$ cat src/rtl/uart_tx_fifo_if.sv
// Producer/transmitter-facing signal bundle of the UART transmit byte queue.
// Optional occupancy output is present only when UART_TXQ_LEVEL_EN is defined.
interface uart_tx_fifo_if #(
    parameter int ADDR_W = 4
);
    logic              i_Wr_DV;
    logic [7:0]        i_Wr_Byte;
    logic              o_Full;
    logic              o_Empty;
    logic              o_Overflow;
    logic              o_Busy;
    logic              o_Tx_DV;
    logic [7:0]        o_Tx_Byte;
    logic              i_Tx_Active;
    logic              i_Tx_Done;
`ifdef UART_TXQ_LEVEL_EN
    logic [ADDR_W:0]   o_Level;
`endif

    // master: producer plus transmitter side; slave: the queue itself
    modport master (
        output i_Wr_DV, i_Wr_Byte, i_Tx_Active, i_Tx_Done,
`ifdef UART_TXQ_LEVEL_EN
        input  o_Level,
`endif
        input  o_Full, o_Empty, o_Overflow, o_Busy, o_Tx_DV, o_Tx_Byte
    );

    modport slave (
        input  i_Wr_DV, i_Wr_Byte, i_Tx_Active, i_Tx_Done,
`ifdef UART_TXQ_LEVEL_EN
        output o_Level,
`endif
        output o_Full, o_Empty, o_Overflow, o_Busy, o_Tx_DV, o_Tx_Byte
    );
endinterface

$ cat src/rtl/uart_tx_fifo.sv
// Byte FIFO feeding a UART transmitter one frame at a time, paced by its Active/Done.
// Define UART_TXQ_LEVEL_EN to expose the registered occupancy on bus.o_Level.
module uart_tx_fifo #(
    parameter int DEPTH  = 16,
    parameter int ADDR_W = 4
) (
    input  logic          i_Clock,
    input  logic          rst,
    uart_tx_fifo_if.slave bus
);

    localparam logic [ADDR_W:0] FULL_CNT = (ADDR_W+1)'(DEPTH);

    if (DEPTH < 2 || (DEPTH & (DEPTH - 1)) != 0 || DEPTH != (1 << ADDR_W)) begin : g_bad_depth
        $error("uart_tx_fifo: DEPTH must be a power of two >= 2 equal to 2**ADDR_W");
    end

    typedef enum logic [2:0] {
        IDLE     = 3'd0,
        LAUNCH   = 3'd1,
        WAIT_ACT = 3'd2,
        WAIT_END = 3'd3,
        WAIT_CLR = 3'd4
    } state_t;

    state_t            state;
    logic [7:0]        mem [DEPTH];
    logic [ADDR_W-1:0] wr_ptr;
    logic [ADDR_W-1:0] rd_ptr;
    logic [ADDR_W:0]   count;
    logic [ADDR_W:0]   count_nxt;
    logic              push;
    logic              pop;
    logic              full_q;
    logic              empty_q;
    logic              ovf_q;
    logic              busy_q;
    logic              tx_dv_q;
    logic [7:0]        tx_byte_q;

    // Room is judged on the pre-edge count, so a same-cycle pop never admits a push at full.
    assign push = bus.i_Wr_DV && (count != FULL_CNT);
    assign pop  = (state == IDLE) && (count != '0);

    always_comb begin
        count_nxt = count;
        case ({push, pop})
            2'b10:   count_nxt = count + 1'b1;
            2'b01:   count_nxt = count - 1'b1;
            default: count_nxt = count;
        endcase
    end

    always_ff @(posedge i_Clock) begin
        if (push && !rst) begin
            mem[wr_ptr] <= bus.i_Wr_Byte;
        end
    end

    always_ff @(posedge i_Clock) begin
        if (rst) begin
            wr_ptr  <= '0;
            rd_ptr  <= '0;
            count   <= '0;
            full_q  <= 1'b0;
            empty_q <= 1'b1;
            ovf_q   <= 1'b0;
        end else begin
            if (push) wr_ptr <= wr_ptr + 1'b1;
            if (pop)  rd_ptr <= rd_ptr + 1'b1;
            count   <= count_nxt;
            full_q  <= (count_nxt == FULL_CNT);
            empty_q <= (count_nxt == '0);
            ovf_q   <= bus.i_Wr_DV && !push;
        end
    end

    // WAIT_CLR holds off the next launch until Done drops: the transmitter ignores
    // DV during its cleanup cycle, so launching earlier would lose the byte.
    always_ff @(posedge i_Clock) begin
        if (rst) begin
            state     <= IDLE;
            tx_dv_q   <= 1'b0;
            tx_byte_q <= 8'h00;
            busy_q    <= 1'b0;
        end else begin
            case (state)
                IDLE: begin
                    if (pop) begin
                        tx_byte_q <= mem[rd_ptr];
                        tx_dv_q   <= 1'b1;
                        busy_q    <= 1'b1;
                        state     <= LAUNCH;
                    end
                end
                LAUNCH: begin
                    tx_dv_q <= 1'b0;
                    state   <= WAIT_ACT;
                end
                WAIT_ACT: begin
                    if (bus.i_Tx_Active) state <= WAIT_END;
                end
                WAIT_END: begin
                    if (bus.i_Tx_Done) state <= WAIT_CLR;
                end
                WAIT_CLR: begin
                    if (!bus.i_Tx_Done) begin
                        busy_q <= 1'b0;
                        state  <= IDLE;
                    end
                end
                default: begin
                    tx_dv_q <= 1'b0;
                    busy_q  <= 1'b0;
                    state   <= IDLE;
                end
            endcase
        end
    end

    assign bus.o_Full     = full_q;
    assign bus.o_Empty    = empty_q;
    assign bus.o_Overflow = ovf_q;
    assign bus.o_Busy     = busy_q;
    assign bus.o_Tx_DV    = tx_dv_q;
    assign bus.o_Tx_Byte  = tx_byte_q;

`ifdef UART_TXQ_LEVEL_EN
    logic [ADDR_W:0] level_q;

    always_ff @(posedge i_Clock) begin
        if (rst) level_q <= '0;
        else     level_q <= count_nxt;
    end

    assign bus.o_Level = level_q;
`endif

endmodule
$ cat src/flat_wrapper.sv
// flat-port wrapper written by rule: the top's interface ports become plain ports
module uart_tx_fifo_flat 
#(
    parameter int DEPTH  = 16,
    parameter int ADDR_W = 4
)
  (i_Clock, rst, bus_i_Wr_DV, bus_i_Wr_Byte, bus_i_Tx_Active, bus_i_Tx_Done, bus_o_Full, bus_o_Empty, bus_o_Overflow, bus_o_Busy, bus_o_Tx_DV, bus_o_Tx_Byte);
  uart_tx_fifo_if #(.ADDR_W(ADDR_W)) bus_i ();
  input  logic i_Clock;
  input  logic rst;
  input wire logic [$bits(bus_i.i_Wr_DV)-1:0] bus_i_Wr_DV;
  input wire logic [$bits(bus_i.i_Wr_Byte)-1:0] bus_i_Wr_Byte;
  input wire logic [$bits(bus_i.i_Tx_Active)-1:0] bus_i_Tx_Active;
  input wire logic [$bits(bus_i.i_Tx_Done)-1:0] bus_i_Tx_Done;
  output wire logic [$bits(bus_i.o_Full)-1:0] bus_o_Full;
  output wire logic [$bits(bus_i.o_Empty)-1:0] bus_o_Empty;
  output wire logic [$bits(bus_i.o_Overflow)-1:0] bus_o_Overflow;
  output wire logic [$bits(bus_i.o_Busy)-1:0] bus_o_Busy;
  output wire logic [$bits(bus_i.o_Tx_DV)-1:0] bus_o_Tx_DV;
  output wire logic [$bits(bus_i.o_Tx_Byte)-1:0] bus_o_Tx_Byte;
  assign bus_i.i_Wr_DV = bus_i_Wr_DV;
  assign bus_i.i_Wr_Byte = bus_i_Wr_Byte;
  assign bus_i.i_Tx_Active = bus_i_Tx_Active;
  assign bus_i.i_Tx_Done = bus_i_Tx_Done;
  assign bus_o_Full = bus_i.o_Full;
  assign bus_o_Empty = bus_i.o_Empty;
  assign bus_o_Overflow = bus_i.o_Overflow;
  assign bus_o_Busy = bus_i.o_Busy;
  assign bus_o_Tx_DV = bus_i.o_Tx_DV;
  assign bus_o_Tx_Byte = bus_i.o_Tx_Byte;
  uart_tx_fifo #(.DEPTH(DEPTH), .ADDR_W(ADDR_W)) u_core (.i_Clock(i_Clock), .rst(rst), .bus(bus_i));
endmodule
$ cat config.mk
export PLATFORM = sky130hd
export DESIGN_NAME = uart_tx_fifo_flat
export DESIGN_NICKNAME = d
export VERILOG_FILES = /design/src/rtl/uart_tx_fifo_if.sv /design/src/rtl/uart_tx_fifo.sv /design/src/flat_wrapper.sv
export SDC_FILE = /design/constraint.sdc
export NUM_CORES = 1
export LEC_CHECK = 0
export CAP_MARGIN = 20
export CORE_ASPECT_RATIO = 0.9
export CORE_MARGIN = 5
export CORE_UTILIZATION = 40
export CTS_BUF_LIST = sky130_fd_sc_hd__clkbuf_2
export DETAILED_ROUTE_END_ITERATION = 12
export SLEW_MARGIN = 20
export SYNTH_ARGS = -nofsm -noshare
export SYNTH_HDL_FRONTEND = slang
export SYNTH_SLANG_ARGS = --single-unit
$ cat constraint.sdc
create_clock -name i_Clock -period 4.3 [get_ports i_Clock]
set_clock_uncertainty 0.15 [all_clocks]
set_input_delay 0.86 -clock i_Clock [delete_from_list [all_inputs] [get_ports i_Clock]]
set_output_delay 0.86 -clock i_Clock [all_outputs]
set_load 0.02 [all_outputs]
# After elaboration in Yosys (flattened, before gate mapping)
# Memories as Yosys holds them, arrays and structs flattened. A register that Yosys moved wholly into a read port is not among the register bits.
# Index checks and enable logic that the tools add are counted.
dict set report word_totals {
  reg_bits 21
  elab_cells 55
  ram_bits 128
  n_memories 1
}
dict set report classes {
  muxes 12
  n_addsub 4
  n_bitwise 2
  reduce_logical 15
  n_eq_ne 12
}
# memory words width read_ports rd_clocked_by_memory_dff write_ports line_no
set mem_list {}
lappend mem_list {u_core.mem 16 8 1 1 1 uart_tx_fifo.sv:27} ;# logic [7:0] mem [DEPTH];
# operator n
set op_table {}
lappend op_table {{$pmux 3 s5} 1}
lappend op_table {{$mux 3} 4}
lappend op_table {{$pmux 5 s2} 1}
lappend op_table {{$add 4x1->4 const B} 2}
lappend op_table {{$eq 3x2->1 const B} 2}
lappend op_table {{$ne 2x2->1 const B} 3}
lappend op_table {{$reduce_or 3->1} 2}
lappend op_table {{$add 5x1->5 const B} 1}
lappend op_table {{$eq 5x5->1 const B} 1}
lappend op_table {{$logic_not 5->1} 1}
lappend op_table {{$ne 5x5->1 const B} 1}
lappend op_table {{$reduce_bool 5->1} 1}
lappend op_table {{$sub 5x1->5 const B} 1}
lappend op_table {{$logic_and 1x1->1} 4}
lappend op_table {{$mux 1} 4}
lappend op_table {{$reduce_and 2->1} 2}
lappend op_table {{$reduce_and 4->1} 1}
lappend op_table {{$eq 3x1->1 const B} 1}
lappend op_table {{$eq 3x3->1 const B} 1}
lappend op_table {{$logic_not 3->1} 1}
lappend op_table {{$pmux 1 s3} 1}
lappend op_table {{$reduce_and 3->1} 1}
lappend op_table {{$eq 2x1->1 const B} 1}
lappend op_table {{$eq 2x2->1 const B} 1}
lappend op_table {{4 further kinds} 6}

# Logic depth before layout (Yosys ltp)
dict set report logic_depth {
  word_depth 5
  depth_mapped 10
  depth_no_buf 9
}

# Least setup slack after synthesis
# No wires, ideal clock.
dict set report synth_path {
  path_kind {in2reg}
  start {input bus_i_Wr_DV}
  end {register u_core.full_q, in the netlist u_core.bus.o_Full}
  required_time_ns 4.071
  arrival_time_ns 3.098
  path_stages 9
  slack_ns 0.973
  cell_sequence {inv_1 -> a21oi_1 -> inv_1 -> ha_1 -> fa_1 -> or4b_1 -> a2111oi_2 -> a211oi_1 -> a211oi_2}
}
dict set report synth_between {
  elab_chain_len 4
  word_cells_on_any_way 5
  cone_classes {eq/ne: 3; mux: 1; reduce/logical: 1}
}
# element line_no
set synth_rtl {}
lappend synth_rtl {{from (decl)} flat_wrapper.sv:11} ;# input wire logic [$bits(bus_i.i_Wr_DV)-1:0] bus_i_Wr_DV;
lappend synth_rtl {{$logic_and 1x1->1 *} uart_tx_fifo.sv:42} ;# assign push = bus.i_Wr_DV && (count != FULL_CNT);
lappend synth_rtl {{$eq 2x1->1 / $eq 2x2->1 (equally long branches)} uart_tx_fifo.sv:47} ;# case ({push, pop})
lappend synth_rtl {{$pmux 5 s2 *} uart_tx_fifo.sv:47}
lappend synth_rtl {{$eq 5x5->1 *} uart_tx_fifo.sv:72} ;# full_q <= (count_nxt == FULL_CNT);
lappend synth_rtl {{to (signal assigned)} uart_tx_fifo.sv:72}
lappend synth_rtl {{to (decl)} uart_tx_fifo.sv:34} ;# logic full_q;
# Every way passes the cells marked *; elsewhere a longest branch is shown, timed or not.
# A chain may end at the register's enable or synchronous reset.

# Worst setup path in the final report
dict set report layout_path {
  start {register u_core.count[0]}
  end {register u_core.full_q, in the netlist u_core.bus.o_Full}
}
dict set report layout_between {
  elab_chain_len 5
  word_cells_on_any_way 10
  cone_classes {add/sub: 2; eq/ne: 4; mux: 1; reduce/logical: 3}
}
# element line_no
set layout_rtl {}
lappend layout_rtl {{from (decl)} uart_tx_fifo.sv:30} ;# logic [ADDR_W:0] count;
lappend layout_rtl {{from (signal assigned)} uart_tx_fifo.sv:71} ;# count <= count_nxt;
lappend layout_rtl {{branches (longest 3 deep; another with $sub 5x1->5)} --}
lappend layout_rtl {{$pmux 5 s2 *} uart_tx_fifo.sv:47}
lappend layout_rtl {{$eq 5x5->1 *} uart_tx_fifo.sv:72}
# Mark *: on every way between the ends.

==> summary.md <==
| Metric | Value |
|---|---|
| Share of cells above drive strength 1 | 0.132 |
| Num CTS Buffers | 17 |
| Period minus WS final | 3.32 ns |
| Compound-cell area share of the yosys netlist | 0.0782 |
| Hold Crit Start | u_core.bus.o_Tx_DV$_SDFFE_PP0P_ |
| Synth Area in XOR/XNOR | 0.0111 |
| Die span in x | 143 µm |
| Yosys warning count | 0 |
| Clk root buf | clkbuf_2 |
| Unrepaired setup endpoints after global routing | no |
| Crit start category | flip-flop |
| Setup crit end kind | flip-flop |
| FF-to-FF setup slack | 0.98 ns |
| # resized after CTS | 0 |
| Final setup viols | 0 |
| Post-synthesis adder-cell area fraction | 0.0209 |
| P_int | 2340 µW |
| Worst hold path class | flip-flop to flip-flop |
| Fin crit share | 0.773 |
| Worst path cell trace | nor4_4 > a21oi_1 > inv_1 > ha_1 > fa_1 > or4b_1 > a2111oi_2 > a211oi_1 > a211oi_2 |
| Peak VDD IR | 196 µV |
| Post-cts hold buffer count | 0 |
| Most frequent cells in the layout | edfxtp_1 (128), mux2i_1 (36), dfxtp_1 (28) |
| Post-CTS Setup Bufs | 0 |
| First-pass GRT wire length | 20,100 µm |
| H-tree depth | 4 |
| Die Area | 0.0185 mm² |
| Synth Instances | 401 |
| Total Routed Length | 12,700 µm |
| DR vias | 3,443 |
| Nets@finish | 457 |
| Sequential-to-total area share from yosys stat | 0.698 |
| Post-synthesis mux area share | 0.114 |
| Worst-margin pin slew | 0.868 ns |
| Switching share of power | 0.332 |
| Combinational Power Share | 0.293 |
| Areal power density over the cells | 500 mW/mm² |
| Predominant post-synthesis flop cell | edfxtp_1 |
| ANT nets after route | 0 |
| Worst slack at placement | 0.438 ns |
| Clock Latency Late Sink | 0.67 ns |
| Vias in the first global route | 3,483 |
| Drt pass-1 iters | 5 |
| Worst r2r src | u_core.count[0]$_SDFF_PP0_ |
| Via-to-Cell Ratio | 5.30 |
| CTS tree | done |
| # port buffers | 25 |
| Max frequency | 301 MHz |
| Syn_nets | 424 |
| Lkg Pwr | 0.00219 µW |
| FF+latch count, synth | 157 |
| Status | complete, no violations |
| Slowest-stage cell, CP | or4b_1 |
| Crit-path max cell delay | 0.53 ns |
| Largest net degree at the start of global routing | 37 |
| DP Wirelength | 8460 µm |
| Final Hold Fails | 0 |
| Crit path max fanout | 8 |
| Critical setup path kind | flip-flop to flip-flop |
| Commonest non-fill, non-tap cell in the layout | edfxtp_1 |
| Clock Sinks | 157 |
| CTS Buffer Depth | 2 |
| Clock power share | 0.173 |
| Critical path's top delay family | simple AND/OR/NAND/NOR gates |
| Clk pin slew, worst setup/hold paths | 0.21 ns |
| Core area | 0.0155 mm² |
| GRT Total Usage | 0.147 |
| Final Wtd Congestion | 0.805 |
| Reg2Reg Depth | 9 |
| Main combinational cell family by area after synthesis | multiplexers |
| Layout area overhead | 10.4% |
| Hold depth | 2 |
| Setup TNS | 0 ns |
| Crit path buf inv count | 1 |
| Die height | 129 µm |
| Synthesized area | 0.00633 mm² |
| Simple-gate area share of the yosys netlist | 0.0587 |
| Synth Area per Inst | 15.8 µm² |
| Number of cells on the critical path | 9 |
| Critical Path RT | 4.77 ns |
| Filler cells | 1,375 |
| DR WL/cell | 19.5 µm |
| Number of max-cap violations | 0 |
| P_sw | 1160 µW |
| Fraction of registers with async set/reset | 0 |
| Post-synth EDFFs | 128 |
| Total grt overflow | 0 |
| Crit path DAT | 3.79 ns |
| Initial antenna violation count | 1 |
| Slew headroom | 0.420 |
| Sequential power share | 0.533 |
| Yosys cell types | 48 |
| IO Pins | 26 |
| Starting Density | 0.409 |
| Iter 0 DRT Violations | 259 |
| Row cnt | 43 |
| Worst Setup SP | u_core.count[0]$_SDFF_PP0_ |
| Worst setup margin | 0.977 ns |
| Residual DRC | 0 |
| Slew Limit Fails | 0 |
-- cell usage after synthesis (2+ instances only) --
library cell  number  area share
o21ai_0            9      0.0071
nand3_1            6      0.0047
and3_1             3      0.0030
a31oi_1            8      0.0079
mux2i_1           36       0.057
buf_2              9      0.0071
nand2b_1           2      0.0020
buf_1              3      0.0018
nor3_1             4      0.0032
mux4_2            16       0.057
nor2b_1            3      0.0030
clkbuf_1           9      0.0053
edfxtp_1         128        0.61
a211oi_1          14       0.017
xor2_1             5      0.0069
nor2_1            24       0.014
dfxtp_1           29       0.092
o211ai_1           3      0.0036
a21oi_1            6      0.0047
nor4_1             2      0.0020
xnor2_1            3      0.0041
o22ai_1           16       0.016
a211o_1            2      0.0028
ha_1               9       0.018
inv_1              8      0.0047
a21o_1             3      0.0036
nand2_1           19       0.011
o31ai_1            2      0.0024
-- kinds of logic after synthesis --
logic type	Yosys count
flops	157
compound gates	72
mux	52
buf+inv	29
fa+ha+maj	10
xor+xnor	8
simple gates	73
-- worst paths after layout --
check,to
min,u_core.bus.o_Tx_DV$_SDFFE_PP0P_
min reg2reg,u_core.bus.o_Tx_DV$_SDFFE_PP0P_
max reg2reg,u_core.bus.o_Full$_SDFF_PP0_
max,u_core.bus.o_Full$_SDFF_PP0_
-- flip-flops by register name, summed over array words and instances (netlist names) --
register,flops
u_core.count,5
u_core.bus.o_Overflow,1
u_core.rd_ptr,4
u_core.bus.o_Tx_Byte,8
u_core.wr_ptr,4
u_core.mem,128
u_core.state,3
u_core.bus.o_Full,1
u_core.bus.o_Empty,1
u_core.bus.o_Busy,1
u_core.bus.o_Tx_DV,1
-- metrics by stage --
stage / instances / utilization / power (µW) / cell area [µm²] / hold slack [ns]
after floorplan: 401 / - / 2600 / 6330 / 0.383
after global placement: 617 / 0.441 / 2910 / 6840 / 0.321
after detailed placement: 617 / 0.441 / 2930 / 6840 / 0.341
after CTS: 649 / 0.451 / 3530 / 6990 / 0.369
after global routing: 650 / 0.451 / 3720 / 6990 / 0.398
final: 650 / 0.451 / 3500 / 6990 / 0.356
-- per-layer routing --
layer,GRT usage,share of wire,up-vias
li1,-,-,1638
met1,0.202,0.45,1722
met2,0.234,0.48,77
met3,0.0347,0.054,6
met4,0.0470,0.0074,0
met5,0,0,-
-- worst register-to-register path, cell delays in order, from the launching register on --
cell and delay, ns:
dfxtp_1 0.46, nor4_4 0.47, a21oi_1 0.17, inv_1 0.08
ha_1 0.29, fa_1 0.48, or4b_1 0.53, a2111oi_2 0.34
a211oi_1 0.09, a211oi_2 0.20
-- power by group through the flow --
stage | registers, µW | clock network (µW) | logic [µW]
global placement | 1900 | 0 | 1010
global route | 1880 | 701 | 1130
finish | 1870 | 606 | 1030
detailed placement | 1900 | 0 | 1030
CTS | 1870 | 631 | 1030
floorplan | 1890 | 0 | 709
-- area by class of cell --
| class | instances | area, µm² | area share |
|---|---|---|---|
| Antenna cell | 1 | 2.50 | 0.000358 |
| Clock buffer | 20 | 100 | 0.0143 |
| Clock inverter | 12 | 55.1 | 0.00787 |
| Inverter | 8 | 30.0 | 0.00429 |
| Multi-Input combinational cell | 215 | 1790 | 0.256 |
| Sequential cell | 157 | 4430 | 0.633 |
| Tap cell | 202 | 253 | 0.0361 |
| Timing Repair Buffer | 35 | 338 | 0.0483 |
(Power assumes the default switching activity.)
